$ cat config.mk
export PLATFORM = sky130hd
export DESIGN_NAME = regfile_read_port_flat
export DESIGN_NICKNAME = d
export VERILOG_FILES = /design/src/rtl/regfile_read_port_if.sv /design/src/rtl/regfile_read_port.sv /design/src/flat_wrapper.sv
export SDC_FILE = /design/constraint.sdc
export NUM_CORES = 2
export LEC_CHECK = 0
export CORE_UTILIZATION = 39
export DETAILED_ROUTE_END_ITERATION = 8
export PLACE_DENSITY = 0.55
export REMOVE_ABC_BUFFERS = 1
export SYNTH_ARGS = -nofsm -noshare
export SYNTH_HDL_FRONTEND = slang
export SYNTH_SLANG_ARGS = --single-unit
export TNS_END_PERCENT = 20
$ cat constraint.sdc
create_clock -name clk -period 52.4 [get_ports clk]
set_input_delay 10.48 -clock clk [delete_from_list [all_inputs] [get_ports clk]]
set_output_delay 10.48 -clock clk [all_outputs]
set_load 0.01 [all_outputs]
$ cat src/rtl/regfile_read_port_if.sv
// Bus bundle for regfile_read_port: write-back port, read request handshake
// and registered operand output handshake.
interface regfile_read_port_if #(
    parameter int DATA_W = 32,
    parameter int ADDR_W = 5
);
    logic              wr_en;
    logic [ADDR_W-1:0] wr_addr;
    logic [DATA_W-1:0] wr_data;
    logic              rd_valid;
    logic              rd_ready;
    logic [ADDR_W-1:0] rs_addr;
    logic [ADDR_W-1:0] rt_addr;
    logic              out_valid;
    logic              out_ready;
    logic [DATA_W-1:0] rs_data;
    logic [DATA_W-1:0] rt_data;

    modport master (
        output wr_en, wr_addr, wr_data, rd_valid, rs_addr, rt_addr, out_ready,
        input  rd_ready, out_valid, rs_data, rt_data
    );

    modport slave (
        input  wr_en, wr_addr, wr_data, rd_valid, rs_addr, rt_addr, out_ready,
        output rd_ready, out_valid, rs_data, rt_data
    );
endinterface

$ cat src/rtl/regfile_read_port.sv
// MIPS dual-read/single-write register file with a one-entry registered read stage.
// Define REGFILE_BYPASS_EN for write-before-read capture and held-operand refresh.
module regfile_read_port #(
    parameter int DATA_W = 32,
    parameter int ADDR_W = 5
) (
    input  logic                clk,
    input  logic                reset,
    regfile_read_port_if.slave  bus
);
    localparam int NREG = 1 << ADDR_W;

`ifdef REGFILE_BYPASS_EN
    localparam bit BYPASS = 1'b1;
`else
    localparam bit BYPASS = 1'b0;
`endif

    logic [DATA_W-1:0] regs [1:NREG-1];
    logic              out_valid_q;
    logic [DATA_W-1:0] rs_data_q;
    logic [DATA_W-1:0] rt_data_q;
    logic [ADDR_W-1:0] rs_q;
    logic [ADDR_W-1:0] rt_q;
    logic [DATA_W-1:0] rs_lookup;
    logic [DATA_W-1:0] rt_lookup;
    logic              rd_ready;
    logic              accept;
    logic              wr_hit;

    assign rd_ready      = !out_valid_q || bus.out_ready;
    assign accept        = bus.rd_valid && rd_ready;
    assign wr_hit        = bus.wr_en && (bus.wr_addr != '0);

    assign bus.rd_ready  = rd_ready;
    assign bus.out_valid = out_valid_q;
    assign bus.rs_data   = rs_data_q;
    assign bus.rt_data   = rt_data_q;

    // Index 0 has no storage; writes to it fall through untouched.
    always_ff @(posedge clk or posedge reset) begin
        if (reset) begin
            for (int i = 1; i < NREG; i++) begin
                regs[i] <= '0;
            end
        end else if (wr_hit) begin
            regs[bus.wr_addr] <= bus.wr_data;
        end
    end

    always_comb begin
        rs_lookup = '0;
        rt_lookup = '0;
        if (bus.rs_addr != '0) begin
            rs_lookup = regs[bus.rs_addr];
        end
        if (bus.rt_addr != '0) begin
            rt_lookup = regs[bus.rt_addr];
        end
        if (BYPASS && wr_hit) begin
            if (bus.wr_addr == bus.rs_addr) begin
                rs_lookup = bus.wr_data;
            end
            if (bus.wr_addr == bus.rt_addr) begin
                rt_lookup = bus.wr_data;
            end
        end
    end

    always_ff @(posedge clk or posedge reset) begin
        if (reset) begin
            out_valid_q <= 1'b0;
            rs_data_q   <= '0;
            rt_data_q   <= '0;
            rs_q        <= '0;
            rt_q        <= '0;
        end else if (accept) begin
            out_valid_q <= 1'b1;
            rs_data_q   <= rs_lookup;
            rt_data_q   <= rt_lookup;
            rs_q        <= bus.rs_addr;
            rt_q        <= bus.rt_addr;
        end else if (out_valid_q && bus.out_ready) begin
            out_valid_q <= 1'b0;
        end else if (BYPASS && out_valid_q && wr_hit) begin
            // Stalled operands track write-back so the consumer never sees stale data.
            if (bus.wr_addr == rs_q) begin
                rs_data_q <= bus.wr_data;
            end
            if (bus.wr_addr == rt_q) begin
                rt_data_q <= bus.wr_data;
            end
        end
    end
endmodule

$ cat src/flat_wrapper.sv
// flat-port wrapper written by rule: the top's interface ports become plain ports
module regfile_read_port_flat 
#(
    parameter int DATA_W = 32,
    parameter int ADDR_W = 5
)
  (clk, reset, bus_wr_en, bus_wr_addr, bus_wr_data, bus_rd_valid, bus_rs_addr, bus_rt_addr, bus_out_ready, bus_rd_ready, bus_out_valid, bus_rs_data, bus_rt_data);
  regfile_read_port_if #(.DATA_W(DATA_W), .ADDR_W(ADDR_W)) bus_i ();
  input  logic clk;
  input  logic reset;
  input wire logic [$bits(bus_i.wr_en)-1:0] bus_wr_en;
  input wire logic [$bits(bus_i.wr_addr)-1:0] bus_wr_addr;
  input wire logic [$bits(bus_i.wr_data)-1:0] bus_wr_data;
  input wire logic [$bits(bus_i.rd_valid)-1:0] bus_rd_valid;
  input wire logic [$bits(bus_i.rs_addr)-1:0] bus_rs_addr;
  input wire logic [$bits(bus_i.rt_addr)-1:0] bus_rt_addr;
  input wire logic [$bits(bus_i.out_ready)-1:0] bus_out_ready;
  output wire logic [$bits(bus_i.rd_ready)-1:0] bus_rd_ready;
  output wire logic [$bits(bus_i.out_valid)-1:0] bus_out_valid;
  output wire logic [$bits(bus_i.rs_data)-1:0] bus_rs_data;
  output wire logic [$bits(bus_i.rt_data)-1:0] bus_rt_data;
  assign bus_i.wr_en = bus_wr_en;
  assign bus_i.wr_addr = bus_wr_addr;
  assign bus_i.wr_data = bus_wr_data;
  assign bus_i.rd_valid = bus_rd_valid;
  assign bus_i.rs_addr = bus_rs_addr;
  assign bus_i.rt_addr = bus_rt_addr;
  assign bus_i.out_ready = bus_out_ready;
  assign bus_rd_ready = bus_i.rd_ready;
  assign bus_out_valid = bus_i.out_valid;
  assign bus_rs_data = bus_i.rs_data;
  assign bus_rt_data = bus_i.rt_data;
  regfile_read_port #(.DATA_W(DATA_W), .ADDR_W(ADDR_W)) u_core (.clk(clk), .reset(reset), .bus(bus_i));
endmodule
# Yosys cells after proc, flatten, opt, wreduce, memory -nomap -nowiden
# Index checks and enable logic that the tools add are counted.
[word_totals]
register_bits = 1057
output_inout_bits = 66
[classes]
magnitude_cmp = 4
mux = 13
bitwise = 3
n_reduce_logical = 10
[ops]
columns = ["cell", "n"]
rows = [
  ["bitwise mux 992 bit", 1],
  ["binary-select mux 32 bit (select 5 bit)", 2],
  ["two-way mux 32 bit", 7],
  ["demux 32 bit (select 5 bit)", 1],
  ["greater-or-equal comparator 6 bit (second input constant)", 3],
  ["inverter 5 -> 6 bit", 3],
  ["nonzero test 5 bit", 3],
  ["< comparator 6 x 1 -> 1 bit (second input constant)", 1],
  ["logical AND 1 bit", 4],
  ["two-way mux 1 bit", 2],
  ["nonzero test 2 bit", 1],
  ["zero test 1 bit", 1],
  ["logical OR 1 bit", 1],
]

# Logic depth before layout (Yosys ltp)
[logic_depth]
depth_word = 6
depth_mapped = 9
ltp_nobuf = 5

# Least setup slack after synthesis
# No wires, ideal clock.
[synth_timing]
path_kind = "input port to output port"
from = "input port bus_out_ready"
to = "output port bus_rd_ready"
t_arrival_ns = 10.675
required_time_ns = 41.920
setup_slack_ns = 31.245
stages = 1
path_buffers = 0
path_cell_list = "nand2b_1"
[synth_between]
elab_chain_cells = 1
[synth_rtl]
columns = ["element", "line_no", "rtl"]
rows = [
  ["start, declared", "flat_wrapper.sv:17", "input wire logic [$bits(bus_i.out_ready)-1:0] bus_out_ready;"],
  ["logical OR 1 bit", "regfile_read_port.sv:31", "assign rd_ready = !out_valid_q || bus.out_ready;"],
  ["end, declared", "flat_wrapper.sv:18", "output wire logic [$bits(bus_i.rd_ready)-1:0] bus_rd_ready;"],
]
# Every way passes these cells.

# Worst setup path after layout
# Same ends and word-level chain as after synthesis.

==> impl_metrics.env <==
export IMPL_critPathBufInv=2
export IMPL_timing_slew_headroom_pct=18.64
export IMPL_postCtsSetupRepairBufs=0
export IMPL_power_w=0.002430
export IMPL_cp_arrival_ns=11.75
export IMPL_ys_types=45
export IMPL_ys_ff_latch=1057
export IMPL_clk_pin_slew_ns=0.06
export IMPL_clkSinkCount=1057
export IMPL_hold_violations=0
export IMPL_cp_top_family="buffers and inverters"
export IMPL_max_stage_delay_ns=0.58
export IMPL_nFillCells=12810
export IMPL_row_count=137
export IMPL_worst_hold_slack_ns=0.5028
export IMPL_vdd_drop_max_mv=0.02692
export IMPL_vias=35870
export IMPL_async_reset_ff_share_pct=100.0
export IMPL_io_pins=118
export IMPL_drv_cap=0
export IMPL_gp_congestion=0.7791
export IMPL_tightest_slew_ns=1.217
export IMPL_yosysSeqAreaShare_pct=47.97
export IMPL_syn_cell_area_sq_um=55130
export IMPL_die_area_sq_um=142900
export IMPL_skew_ns=0.02713
export IMPL_ant_nets=0
export IMPL_grt_pass1_vias=36270
export IMPL_setup_worst_path_end_class="primary output"
export IMPL_die_w_microns=378.0
export IMPL_viasPerCell=6.168
export IMPL_cts_buffers=118
export IMPL_syn_inst=3935
export IMPL_drive_gt1_share_pct=41.77
export IMPL_avgSynthCellArea_sq_um=14.01
export IMPL_drcViolationCount=0
export IMPL_numPortBuffers=117
export IMPL_drt_total_wl_microns=176900
export IMPL_post_drt_wl_per_cell_microns=30.42
export IMPL_grt_max_degree=162
export IMPL_insertion_delay_ns=0.74
export IMPL_clock_root_buffer="clkbuf_16"
export IMPL_core_sq_um=139900
export IMPL_grt_pass1_wl_microns=260500
export IMPL_setup_viol=0
export IMPL_drt_iter0_drc=3064
export IMPL_antenna_found_initial=9
export IMPL_status="completed"
export IMPL_cts_resized_gates=0
export IMPL_drt_pass1_iter_count=5
export IMPL_hold_class="flop to flop"
export IMPL_synth_edf_count=0
export IMPL_rsz0062_at_grt="no"
export IMPL_initial_core_util_pct=39.42
export IMPL_synth_warnings=0
export IMPL_tritoncts="built"
export IMPL_period_share_pct=42.42
export IMPL_dp_slack_ns=30.16
export IMPL_nets=3886
export IMPL_finalSetupTns_ns=0
export IMPL_cp_cell_sequence="clkdlybuf4s50_1 -> nand2b_1 -> clkdlybuf4s50_1"
export IMPL_grtUsageTotal_pct=24.91
export IMPL_period_needed_ns=22.23
export IMPL_power_density_nw_per_um2=39.28
export IMPL_areaGrowthSynthToFinish_pct=12.21
export IMPL_dp_hpwl_microns=96340
export IMPL_crit_fanout=4
export IMPL_worst_slack_ns=30.17
export IMPL_slowest_stage="clkdlybuf4s50_1"
export IMPL_ys_flop_type="dfrtp_1"
export IMPL_maxSlewViolCount=0
export IMPL_crit_top_cell="clkdlybuf4s50_1"
export IMPL_die_height_microns=378.0
export IMPL_postCtsHoldBufs=0
export IMPL_start_kind="input port"
export IMPL_grt_overflow=0
export IMPL_p_leak_nw=26.88
export IMPL_fmax_ghz=0.04498
export IMPL_ctsHtreeMaxLevel=3
export IMPL_clk_path_buf_depth=3
export IMPL_crit_type="input port to primary output"
export IMPL_worstPathRequired_ns=41.92
-- worst paths after layout --
path                                        from                      to  slack, ns  depth (start not counted)
max in group asynchronous                  reset        u_core.regs[113]      39.03                          5
max                                bus_out_ready            bus_rd_ready      30.17                          3
max reg2reg                 u_core.bus.out_valid  u_core.bus.rt_data[29]      49.73                          6
min in group asynchronous                  reset        u_core.regs[200]      10.32                          2
min                        u_core.bus.rt_data[1]   u_core.bus.rt_data[1]       0.50                          2
min reg2reg                u_core.bus.rt_data[1]   u_core.bus.rt_data[1]       0.50                          2
-- cell usage after synthesis (51+ instances only) --
cell type / number / area share (%)
a211oi_1: 58 / 0.79
buf_2: 92 / 0.84
nor3_1: 97 / 0.88
dfrtp_1: 1057 / 48
nand2_1: 69 / 0.47
nor2_1: 51 / 0.35
o22ai_1: 161 / 1.8
buf_1: 60 / 0.41
mux4_2: 296 / 12
mux2i_1: 444 / 8.1
clkbuf_1: 253 / 1.7
mux2_2: 1016 / 21
-- per-layer routing --
layer | part of all wire, % | vias to the layer above | global-route usage [%]
met5 | 0.017 | - | 0
met1 | 46 | 19620 | 36.60
met3 | 6.7 | 272 | 5.010
li1 | - | 14930 | -
met4 | 2.6 | 6 | 6.707
met2 | 45 | 1035 | 37.26
-- report_power, final --
| group | internal [W] | switching, W |
|---|---|---|
| registers | 0.000977 | 0.000119 |
| logic | 0.000277 | 0.000189 |
| clock network | 0.000515 | 0.000354 |
| total | 0.00177 | 0.000663 |
-- tightest hold or removal path: stages (launching register included) --
cell and delay, ns:
dfrtp_1 0.34, nand2_1 0.06, nand3_1 0.07
-- logic make-up (layout without fill, tap and decap cells) --
kind of cell,Yosys count,after routing,synth area share [%]
compound gates,441,441,5.669
mux,1756,1756,40.90
flops,1057,1057,47.97
simple gates,263,263,2.242
other cells,0,6,0
buf+inv,418,416,3.211
-- cells in the final DEF, fill, tap and decap left out, types with 12 or more instances in the layout --
cell type and n:
mux2i_1 444, clkinv_2 29, nor2_4 17, clkbuf_16 118, clkbuf_1 25, bufinv_16 13
nor3_1 97, nor2b_1 12, mux2_2 1016, a2bb2oi_1 21, mux4_2 296, a2111oi_0 30
nor2_1 34, o22ai_1 161, buf_4 71, a211oi_1 58, dfrtp_1 1057, o21ai_0 22
a22o_1 21, a221o_1 30, nand2_1 50, clkdlybuf4s50_1 108, a31oi_1 21, clkbuf_8 27
a21oi_1 44
-- metrics by stage --
step,util (%),std cells,area [sq um]
2_1_floorplan,-,3521,53380
3_3_place_gp,41.34,5590,57830
3_5_place_dp,41.34,5590,57830
4_1_cts,44.22,5809,61850
5_1_grt,44.22,5809,61850
6_report,44.23,5815,61870
-- flip-flops by register name (all words and copies together), names as in the netlist --
| name | count |
|---|---|
| u_core.bus.rs_data | 32 |
| u_core.bus.out_valid | 1 |
| u_core.regs | 992 |
| u_core.bus.rt_data | 32 |
-- area by class of cell --
type                            count  area (sq um)  area share, %
Antenna cell                        6         15.01        0.02427
Sequential cell                  1057         26450          42.75
Tap cell                         1876          2347          3.794
Multi-Input combinational cell   2460         27170          43.92
Timing Repair Buffer              193          1833          2.963
Inverter                            4         23.77        0.03842
Clock buffer                      170          3418          5.525
Clock inverter                     49         605.6         0.9788
Note: power is estimated with default switching activity, not from simulation.
